===== src/rtl/modn_updown_counter.sv =====
// Modulo-N up/down counter with wrap or saturate mode, range-checked parallel load
// and same-cycle carry/borrow outputs for zero-latency digit chaining.
module modn_updown_counter #(
    parameter int MODULUS     = 60,
    parameter int WIDTH       = 6,
    parameter int RESET_VALUE = 0,
    parameter int SATURATE    = 0
) (
    input  logic             i_clk,
    input  logic             i_rst,
    input  logic             i_up,
    input  logic             i_down,
    input  logic             i_load,
    input  logic [WIDTH-1:0] i_load_value,
    output logic [WIDTH-1:0] o_count,
    output logic             o_carryup,
    output logic             o_borrowdown,
    output logic             o_at_max,
    output logic             o_at_min,
    output logic             o_load_err
);

    // MAX_VAL becomes all ones when MODULUS == 2**WIDTH, so the load check never rejects.
    localparam logic [WIDTH-1:0] MAX_VAL  = WIDTH'(MODULUS - 1);
    localparam logic [WIDTH-1:0] RST_VAL  = WIDTH'(RESET_VALUE);
    localparam logic [WIDTH-1:0] ZERO_VAL = {WIDTH{1'b0}};
    localparam logic [WIDTH-1:0] ONE_VAL  = WIDTH'(1);
    localparam logic             SAT_MODE = (SATURATE != 32'sd0);

    typedef enum logic [2:0] {
        OP_HOLD     = 3'd0,
        OP_LOAD     = 3'd1,
        OP_LOAD_REJ = 3'd2,
        OP_CLEAR    = 3'd3,
        OP_UP       = 3'd4,
        OP_DOWN     = 3'd5
    } op_e;

    logic [WIDTH-1:0] count_q;
    logic [WIDTH-1:0] count_d;
    logic             load_err_q;
    logic             load_err_d;
    logic             at_max_s;
    logic             at_min_s;
    logic             load_ok_s;
    op_e              op_s;

    assign at_max_s  = (count_q == MAX_VAL);
    assign at_min_s  = (count_q == ZERO_VAL);
    assign load_ok_s = (i_load_value <= MAX_VAL);

    // Decode the request inputs into a single operation, load first, then clear, up, down.
    always_comb begin
        op_s = OP_HOLD;
        if (i_load) begin
            if (load_ok_s) begin
                op_s = OP_LOAD;
            end else begin
                op_s = OP_LOAD_REJ;
            end
        end else if (i_up && i_down) begin
            op_s = OP_CLEAR;
        end else if (i_up) begin
            op_s = OP_UP;
        end else if (i_down) begin
            op_s = OP_DOWN;
        end else begin
            op_s = OP_HOLD;
        end
    end

    // Next count and load-error pulse; boundary checks come before the +/-1 so nothing overflows.
    always_comb begin
        count_d    = count_q;
        load_err_d = 1'b0;
        case (op_s)
            OP_LOAD: begin
                count_d = i_load_value;
            end
            OP_LOAD_REJ: begin
                load_err_d = 1'b1;
            end
            OP_CLEAR: begin
                count_d = ZERO_VAL;
            end
            OP_UP: begin
                if (!at_max_s) begin
                    count_d = count_q + ONE_VAL;
                end else if (SAT_MODE) begin
                    count_d = count_q;
                end else begin
                    count_d = ZERO_VAL;
                end
            end
            OP_DOWN: begin
                if (!at_min_s) begin
                    count_d = count_q - ONE_VAL;
                end else if (SAT_MODE) begin
                    count_d = count_q;
                end else begin
                    count_d = MAX_VAL;
                end
            end
            OP_HOLD: begin
                count_d = count_q;
            end
            default: begin
                count_d    = count_q;
                load_err_d = 1'b0;
            end
        endcase
    end

    // State register; synchronous reset overrides every request.
    always_ff @(posedge i_clk) begin
        if (i_rst) begin
            count_q    <= RST_VAL;
            load_err_q <= 1'b0;
        end else begin
            count_q    <= count_d;
            load_err_q <= load_err_d;
        end
    end

    // Carry/borrow stay combinational so the next digit steps on the same edge as this one wraps.
    assign o_carryup    = i_up & ~i_down & ~i_load & ~i_rst & at_max_s;
    assign o_borrowdown = i_down & ~i_up & ~i_load & ~i_rst & at_min_s;
    assign o_at_max     = at_max_s;
    assign o_at_min     = at_min_s;
    assign o_count      = count_q;
    assign o_load_err   = load_err_q;

endmodule

===== config.mk =====
export PLATFORM = sky130hd
export DESIGN_NAME = modn_updown_counter
export DESIGN_NICKNAME = d
export VERILOG_FILES = /design/src/rtl/modn_updown_counter.sv
export SDC_FILE = /design/constraint.sdc
export NUM_CORES = 1
export LEC_CHECK = 0
export CAP_MARGIN = 30
export CORE_ASPECT_RATIO = 0.9
export CORE_MARGIN = 2
export CORE_UTILIZATION = 35
export DETAILED_ROUTE_END_ITERATION = 12
export PLACE_DENSITY = 0.73
export SYNTH_ARGS = -nofsm -noshare
export SYNTH_HDL_FRONTEND = slang
export SYNTH_SLANG_ARGS = --single-unit

===== constraint.sdc =====
create_clock -name i_clk -period 2.3 [get_ports i_clk]
set_input_delay 0.575 -clock i_clk [delete_from_list [all_inputs] [get_ports i_clk]]
set_output_delay 0.575 -clock i_clk [all_outputs]
set_load 0.005 [all_outputs]

# [Word level (Yosys, flattened, before mapping)]
# Index checks and enable logic that the tools add are counted.
[op_classes] magnitude_cmp=1 add_sub_neg=2 n_reduce_logical=3 bitwise_logic=12 muxes=9 n_eq_ne=6
[op_table] op="$pmux 6 s4" count=1
[op_table] op="$mux 3" count=4
[op_table] op="$mux 6" count=2
[op_table] op="$and 1x1->1" count=8
[op_table] op="$add 6x1->6 const B" count=1
[op_table] op="$eq 3x2->1 const B" count=2
[op_table] op="$eq 3x3->1 const B" count=2
[op_table] op="$eq 6x6->1 const B" count=1
[op_table] op="$le 6x6->1 const B" count=1
[op_table] op="$logic_not 6->1" count=1
[op_table] op="$sub 6x1->6 const B" count=1
[op_table] op="$not 1->1" count=4
[op_table] op="$reduce_bool 4->1" count=1
[op_table] op="$eq 3x1->1 const B" count=1
[op_table] op="$mux 2" count=1
[op_table] op="$logic_and 1x1->1" count=1
[op_table] op="$mux 1" count=1
[word_totals] wordCells=35 output_inout_bits=11 register_bits=7 inputBits=11

# [Longest topological paths before layout]
# Gate-level depths: netlist of the first run.
[logic_depth] depth_word=6 ltp_mapped=8 depth_no_buf=7

# [Worst setup path before layout of the first run]
# No wires, ideal clock.
[synth_path] path_type="register to output" start="register count_q[0], in the netlist o_count[0]" end="output port o_borrowdown" t_arrival_ns=1.590 t_required_ns=1.725 setup_slack_ns=0.135 path_buffers=0 path_stages_with_launch=7 path_cell_list="dfxtp_1 > inv_1 > ha_1 > or3b_4 > or3_4 > inv_1 > and3_1"
[synth_via] elab_chain_cells=2
[synth_lines] element="from (decl)" line_no="39" rtl="logic [WIDTH-1:0] count_q;"
[synth_lines] element="from (signal assigned)" line_no="120" rtl="count_q <= count_d;"
[synth_lines] element="$logic_not 6->1" line_no="49" rtl="assign at_min_s = (count_q == ZERO_VAL);"
[synth_lines] element="named net o_at_min" line_no="19" rtl="output logic o_at_min,"
[synth_lines] element="$and 1x1->1" line_no="127" rtl="assign o_borrowdown = i_down & ~i_up & ~i_load & ~i_rst & at_min_s;"
[synth_lines] element="to (decl)" line_no="17" rtl="output logic o_borrowdown,"
# The timed path passes the listed nets, and every way through them passes these cells.

# [Worst setup path in the final report of the first run]
[layout_path] start="register count_q[0], in the netlist o_count[0]" end="output port o_borrowdown"
[layout_via] elab_chain_cells=2
[layout_lines] element="$logic_not 6->1" line_no="49"
[layout_lines] element="$and 1x1->1" line_no="127"
# No other way between the ends.

==> out/metrics.cfg, run 1 <==
[worst_setup_path]
worstSetupStartpointType = register
critPathMaxFanout = 2
worst_ep_required_time_ns = 1.73
timing.reg2reg.setup_slack_ns = 0.30
end_kind = primary output
arrival_ns = 1.80
r2r_end = o_count[0]
reg2reg_depth = 8
timing.rr.start = o_count[0]
worst-setup-path-type = register to primary output

[hold_path]
holdPathEnd = o_count[1]
hp-start = o_count[1]
hold_path_class = register to register
hold_depth = 3

[floorplanning]
fp.dieW_um = 50.7
num_rows = 15
initial_utilization_pct = 36.5
fp.coreArea_sq_um = 1880
fp.dieH_um = 46.0
fp.dieArea_sq_um = 2330
ios = 22

[yosys]
synth_cell_type_count = 38
synthTopCellsByArea = dfxtp_1 20%, ha_1 11%, nor2_1 5.5%
ys_ff_latch = 7
synth_area_leader_cell = dfxtp_1
ys.warnings.count = 0
synthesis.nets = 107
seq_area_frac_synth_pct = 20.4
synthCells = 90
synth_top_area_share_pct = 20.4
avgSynthCellArea_sq_um = 7.62
syn_area_sq_um = 686

[grt]
grt_usage_pct = 21.1
grt_overflow_total = 0
grt_start_max_net_pins = 11
grt_pass1_wl_mm = 3.57
antenna_found_initial = 0
grt_pass1_vias = 789

[pwr]
vdd_ir_drop_max_uv = 430
power.leakage_uw = 0.000521
power.density_nw_per_um2 = 459
p_total_uw = 545

[cells_and_area]
antenna_cells = 0
area_growth_pct = 73.2
fillCellCount = 171
nNetsFinal = 159
instances_no_fill = 166
drive_gt1_share_pct = 36.2
finish.utilization_pct = 63.3

[timing]
tightest_slew_ns = 0.378
slew_violations = 0
fin_hold_ws_ns = 0.594
min_period_ns = 2.38
rsz0062_at_grt = yes
slew_headroom_pct = 74.5
skew_ns = 0.0130
fmax_mhz = 421
setup_slack_ns = -0.0773
final.period_utilization_pct = 103
hold_viol_final = 0
setup_viol = 3

[placed_design]
io_buffers = 21
dp_hpwl_mm = 1.73
gp_congestion = 0.927
dp_slack_ns = -0.336
dpl.cell_count = 160

[routing]
drt_iter0_markers = 42
finalWirelength_mm = 2.24
vias_per_cell = 5.30
wl_per_cell_um = 13.5
ant_nets = 0
firstDrtPassIters = 4
drc = 0
num_vias = 879

[clocking]
cts.htree.levels = 1
clk_pin_slew_ns = 0.05
cts_tree = built
cts-buffers-inserted = 3
clock-root-buffer = clkbuf_4
clk_latency_ns = 0.27
cts_sinks = 7
clockBufferDepth = 2

[flow_run]
maxCapViolCount = 0

[run_status]
outcome = complete, but fails checks
violations = negative setup slack

==> where the power goes <==
part	switching, uW	internal, uW	leakage [uW]
Combinational	117	162	0.000448
Clock	51.3	66.6	0.0000150
Sequential	13.2	134	0.0000584
==> routing by layer <==
metal / vias up / track usage (%) / wire length [um] / share of wire [%]
met5: - / 0 / 0 / 0
met4: 0 / 3.24 / 15 / 0.67
met3: 4 / 7.89 / 165 / 7.4
met2: 37 / 34.5 / 1060 / 47
met1: 408 / 27.2 / 998 / 45
li1: 430 / - / - / -
==> how the worst max path moves through the flow <==
stage	slack, ns	end	cells past startpoint	start
2_1_floorplan	0.13	o_borrowdown	6	o_count[0]
3_3_place_gp	-0.29	o_count[0]	9	i_down
3_5_place_dp	-0.34	o_count[0]	9	i_down
4_1_cts	-0.12	o_borrowdown	7	o_count[1]
5_1_grt	-0.14	o_borrowdown	7	o_count[0]
6_report	-0.08	o_borrowdown	7	o_count[0]
==> cells by family after synthesis <==
kind of cell,count (synthesis),synth area share [%]
adder cells (fa/ha/maj),6,10.9
buffers and inverters,11,7.66
AO/OA/AOI/OAI,25,26.5
flip-flops,7,20.4
XOR/XNOR,4,5.11
AND/OR/NAND/NOR,37,29.4
==> flip-flops by register name, indices dropped and copies added, names as in the netlist <==
name        count
o_load_err      1
o_count         6
==> placed cells by master (no fill, tap or decap), types with 4 or more instances in the layout <==
master | netlist | layout
clkdlybuf4s50_1 | 0 | 16
nand2_1 | 5 | 5
nor2_1 | 10 | 10
a21oi_1 | 5 | 5
dfxtp_1 | 7 | 5
ha_1 | 6 | 4
inv_2 | 0 | 4
buf_4 | 1 | 30
==> per-stage QoR <==
stage                     instance area, sq um  TNS, ns
after detailed placement                  1110    -2.25
after CTS                                 1180   -0.220
after floorplan                            686        0
after global placement                    1110    -1.90
after global routing                      1190   -0.276
final                                     1190  -0.0915
==> cell usage after synthesis <==
library cell,count
a22oi_1,1
nand3b_1,1
a211oi_1,3
o32ai_1,1
and2_1,1
nand2_1,5
a31oi_1,1
o22ai_1,1
a311oi_1,1
nor2b_1,2
o31ai_1,1
buf_4,1
nor2_1,10
xor2_1,1
a222oi_1,1
nand3_1,3
a21oi_2,1
ha_1,6
dfxtp_1,7
and3_1,3
inv_1,6
and2b_1,1
nor4_1,1
a21oi_1,5
nor3_1,4
nor4bb_1,1
a211oi_2,1
o21ai_0,3
o21bai_1,1
buf_6,1
or3b_4,1
or3_4,1
xnor2_1,3
o2111ai_1,1
a221oi_1,3
or2_2,1
nand2b_1,2
clkbuf_1,3
==> critical path, stage by stage (launching register included) <==
cell and delay (ns):
dfxtp_2 0.32, inv_2 0.07, ha_4 0.14, or3b_4 0.37, or3_4 0.34, inv_2 0.06
and3_1 0.13, buf_2 0.11
==> repair_timing <==
| action | CTS | global route |
|---|---|---|
| hold buffers | 0 | 0 |
| pin swaps | 3 | 3 |
| buffers inserted | 1 | 1 |
| setup endpoints to repair | 5 | 4 |
| gates resized for setup | 23 | 2 |
==> cell type report <==
class	instances	area [sq um]	share of cell area, %
clock buffers	4	26.3	2.21
multi-input cells	72	526	44.3
well taps	25	31.3	2.63
flip-flops and latches	7	143	12.0
inverters	6	22.5	1.90
repair buffers	52	439	37.0
No activity file was read; power rests on OpenSTA's default activity.
==> inputs of run 2 (changes only) <==
--- a/config.mk
+++ b/config.mk
@@ -6,11 +6,10 @@
 export NUM_CORES = 1
 export LEC_CHECK = 0
 export CAP_MARGIN = 30
-export CORE_ASPECT_RATIO = 0.9
 export CORE_MARGIN = 2
-export CORE_UTILIZATION = 35
+export CORE_UTILIZATION = 48
 export DETAILED_ROUTE_END_ITERATION = 12
-export PLACE_DENSITY = 0.73
+export PLACE_DENSITY = 0.91
 export SYNTH_ARGS = -nofsm -noshare
 export SYNTH_HDL_FRONTEND = slang
 export SYNTH_SLANG_ARGS = --single-unit
==> constraint.sdc (replaced) <==
create_clock -name i_clk -period 3 [get_ports i_clk]
set_input_delay 0.75 -clock i_clk [delete_from_list [all_inputs] [get_ports i_clk]]
set_output_delay 0.75 -clock i_clk [all_outputs]
set_load 0.005 [all_outputs]
==> out/metrics.cfg, run 2 (same netlist as run 1, synthesis figures left out) <==
[pwr]
power.net_switching_uw = 127  ; -30%
power.leakage_uw = 0.000401  ; -23%
vdd_ir_drop_max_uv = 244  ; -43%
power.density_nw_per_um2 = 380  ; -17%
switching_share_pct = 34.2  ; +0.91 points
p_seq_share_pct = 30.2  ; +3.1 points
p_int_uw = 244  ; -33%
share_clk_of_total_power_pct = 23.9  ; +2.3 points
p_comb_share_pct = 46.0  ; -5.3 points
p_total_uw = 371  ; -32%

[routing]
wl_per_cell_um = 14.8  ; +10%
num_vias = 808  ; -8.1%
ant_nets = 0  ; unchanged
drt_iter0_markers = 40  ; -4.8%
firstDrtPassIters = 4  ; unchanged
vias_per_cell = 6.12  ; +16%
finalWirelength_mm = 1.96  ; -12%
drc = 0  ; unchanged

[clocking]
cts_sinks = 7  ; unchanged
cts_hold_buf = 0  ; unchanged
cts_tree = built
cts-buffers-inserted = 3  ; unchanged
clk_latency_ns = 0.26  ; about the same
cts.htree.levels = 1  ; unchanged
post_cts_buffers = 0  ; -1
clockBufferDepth = 2  ; unchanged
clk_pin_slew_ns = 0.06  ; about the same
cts_resized = 5  ; -78%
clock-root-buffer = clkbuf_4

[placed_design]
dpl.cell_count = 128  ; -20%
dpl-instance-area_sq_um = 937  ; -16%
gp_congestion = 0.847  ; -8.6%
dp_hpwl_mm = 1.51  ; -13%
io_buffers = 21  ; unchanged

[floorplanning]
ios = 22  ; unchanged
fp.dieArea_sq_um = 1750  ; -25%
fp.dieH_um = 41.8  ; -9.1%
initial_utilization_pct = 52.0  ; +16 points
num_rows = 13  ; -2
fp.dieW_um = 41.8  ; -17%
fp.coreArea_sq_um = 1320  ; -30%

[cells_and_area]
drive_gt1_share_pct = 15.4  ; -21 points
final_cell_mix = 20 x clkdlybuf4s50_1, 10 x nor2_1, 7 x dfxtp_1, 7 x buf_4
design_area_sq_um = 975  ; -18%
largest_reg_flops = 6  ; unchanged
antenna_cells = 0  ; unchanged
area_growth_pct = 42.2
nNetsFinal = 135  ; -15%
fillCellCount = 99  ; -42%
finish.utilization_pct = 74.0  ; +11 points
instances_no_fill = 132  ; -20%
layout_commonest_cell = clkdlybuf4s50_1

[timing]
fmax_mhz = 347
rsz0062_at_grt = no
hold_viol_final = 0  ; unchanged
finalSetupTns_ns = 0  ; +0.0915 ns
slew_violations = 0  ; unchanged
min_period_ns = 2.88
setup_viol = 0  ; -3
final.period_utilization_pct = 96.1
skew_ns = 0.00883  ; -0.00419 ns
slew_headroom_pct = 63.3  ; -11 points
tightest_slew_ns = 0.542  ; +0.165 ns

[grt]
grt_usage_pct = 24.8  ; +3.7 points
grt_overflow_total = 0  ; unchanged
grt_pass1_vias = 741  ; -6.1%
grt_pass1_wl_mm = 3.37  ; -5.6%
grt_start_max_net_pins = 11  ; unchanged
antenna_found_initial = 0  ; unchanged

[flow_run]
maxCapViolCount = 0  ; unchanged

[worst_setup_path]
max_stage_delay_ns = 0.50  ; +0.13 ns
crit_path_cell_trace = inv_2 > ha_4 > or3b_4 > or3_4 > inv_1 > clkdlybuf4s50_1
worst_ep_required_time_ns = 2.25  ; +0.52 ns
end_kind = primary output
worst-setup-path-type = register to primary output
crit_slowest_cell = clkdlybuf4s50_1
critPathMaxFanout = 4  ; +2
arrival_ns = 2.13  ; +0.33 ns
worstSetupStartpointType = register

[run_status]
outcome = finished clean

[hold_path]
hold_path_class = register to register

run 2: changes by cell type in the layout (fill, tap and decap cells not counted), sizes merged:
cell | before | now
buf | 33 | 7
dlygate4sd2 | 3 | 1
clkdlybuf4s50 | 16 | 20
run 2: metal layers:
layer  global-route usage [%]  wire length (um)
met1                     31.0               845
met2                     40.6               935
met3                     3.48               135
met4                     13.5                42
met5                        0                 0
run 2: final cells by class:
| class | count | area, sq um | area share (%) |
|---|---|---|---|
| clock buffers | 4 | 26.3 | 2.70 |
| inverters | 6 | 22.5 | 2.31 |
| multi-input cells | 72 | 505 | 51.9 |
| flip-flops and latches | 7 | 140 | 14.4 |
| well taps | 15 | 18.8 | 1.93 |
| repair buffers | 28 | 262 | 26.8 |
run 2: worst paths after layout:
check | from | endpoint | slack (ns) | cells past startpoint
min | o_count[1] | o_count[1] | 0.51 | 2
max | o_count[1] | o_at_min | 0.12 | 6
max reg2reg | o_count[0] | o_count[5] | 1.14 | 8
min reg2reg | o_count[1] | o_count[1] | 0.51 | 2
run 2: critical path, delay by kind of cell, from the launching register on:
family / cells / cell delay [ns]
simple gates: 2 / 0.74
flops: 1 / 0.32
fa+ha+maj: 1 / 0.15
buf+inv: 3 / 0.66
run 2: stage by stage:
stage	hold WS (ns)	worst slack (ns)
after global routing	0.542	0.0309
after detailed placement	0.484	0.0589
after floorplan	0.540	0.660
final	0.509	0.116
after global placement	0.471	0.119
after CTS	0.512	0.112
run 2: power groups by stage:
| stage | clock (uW) | combinational [uW] | sequential [uW] |
|---|---|---|---|
| after CTS | 94.3 | 167 | 111 |
| after global placement | 0 | 155 | 112 |
| after detailed placement | 0 | 161 | 113 |
| final | 88.4 | 170 | 112 |
| after floorplan | 0 | 93.6 | 116 |
| after global routing | 98.1 | 186 | 112 |
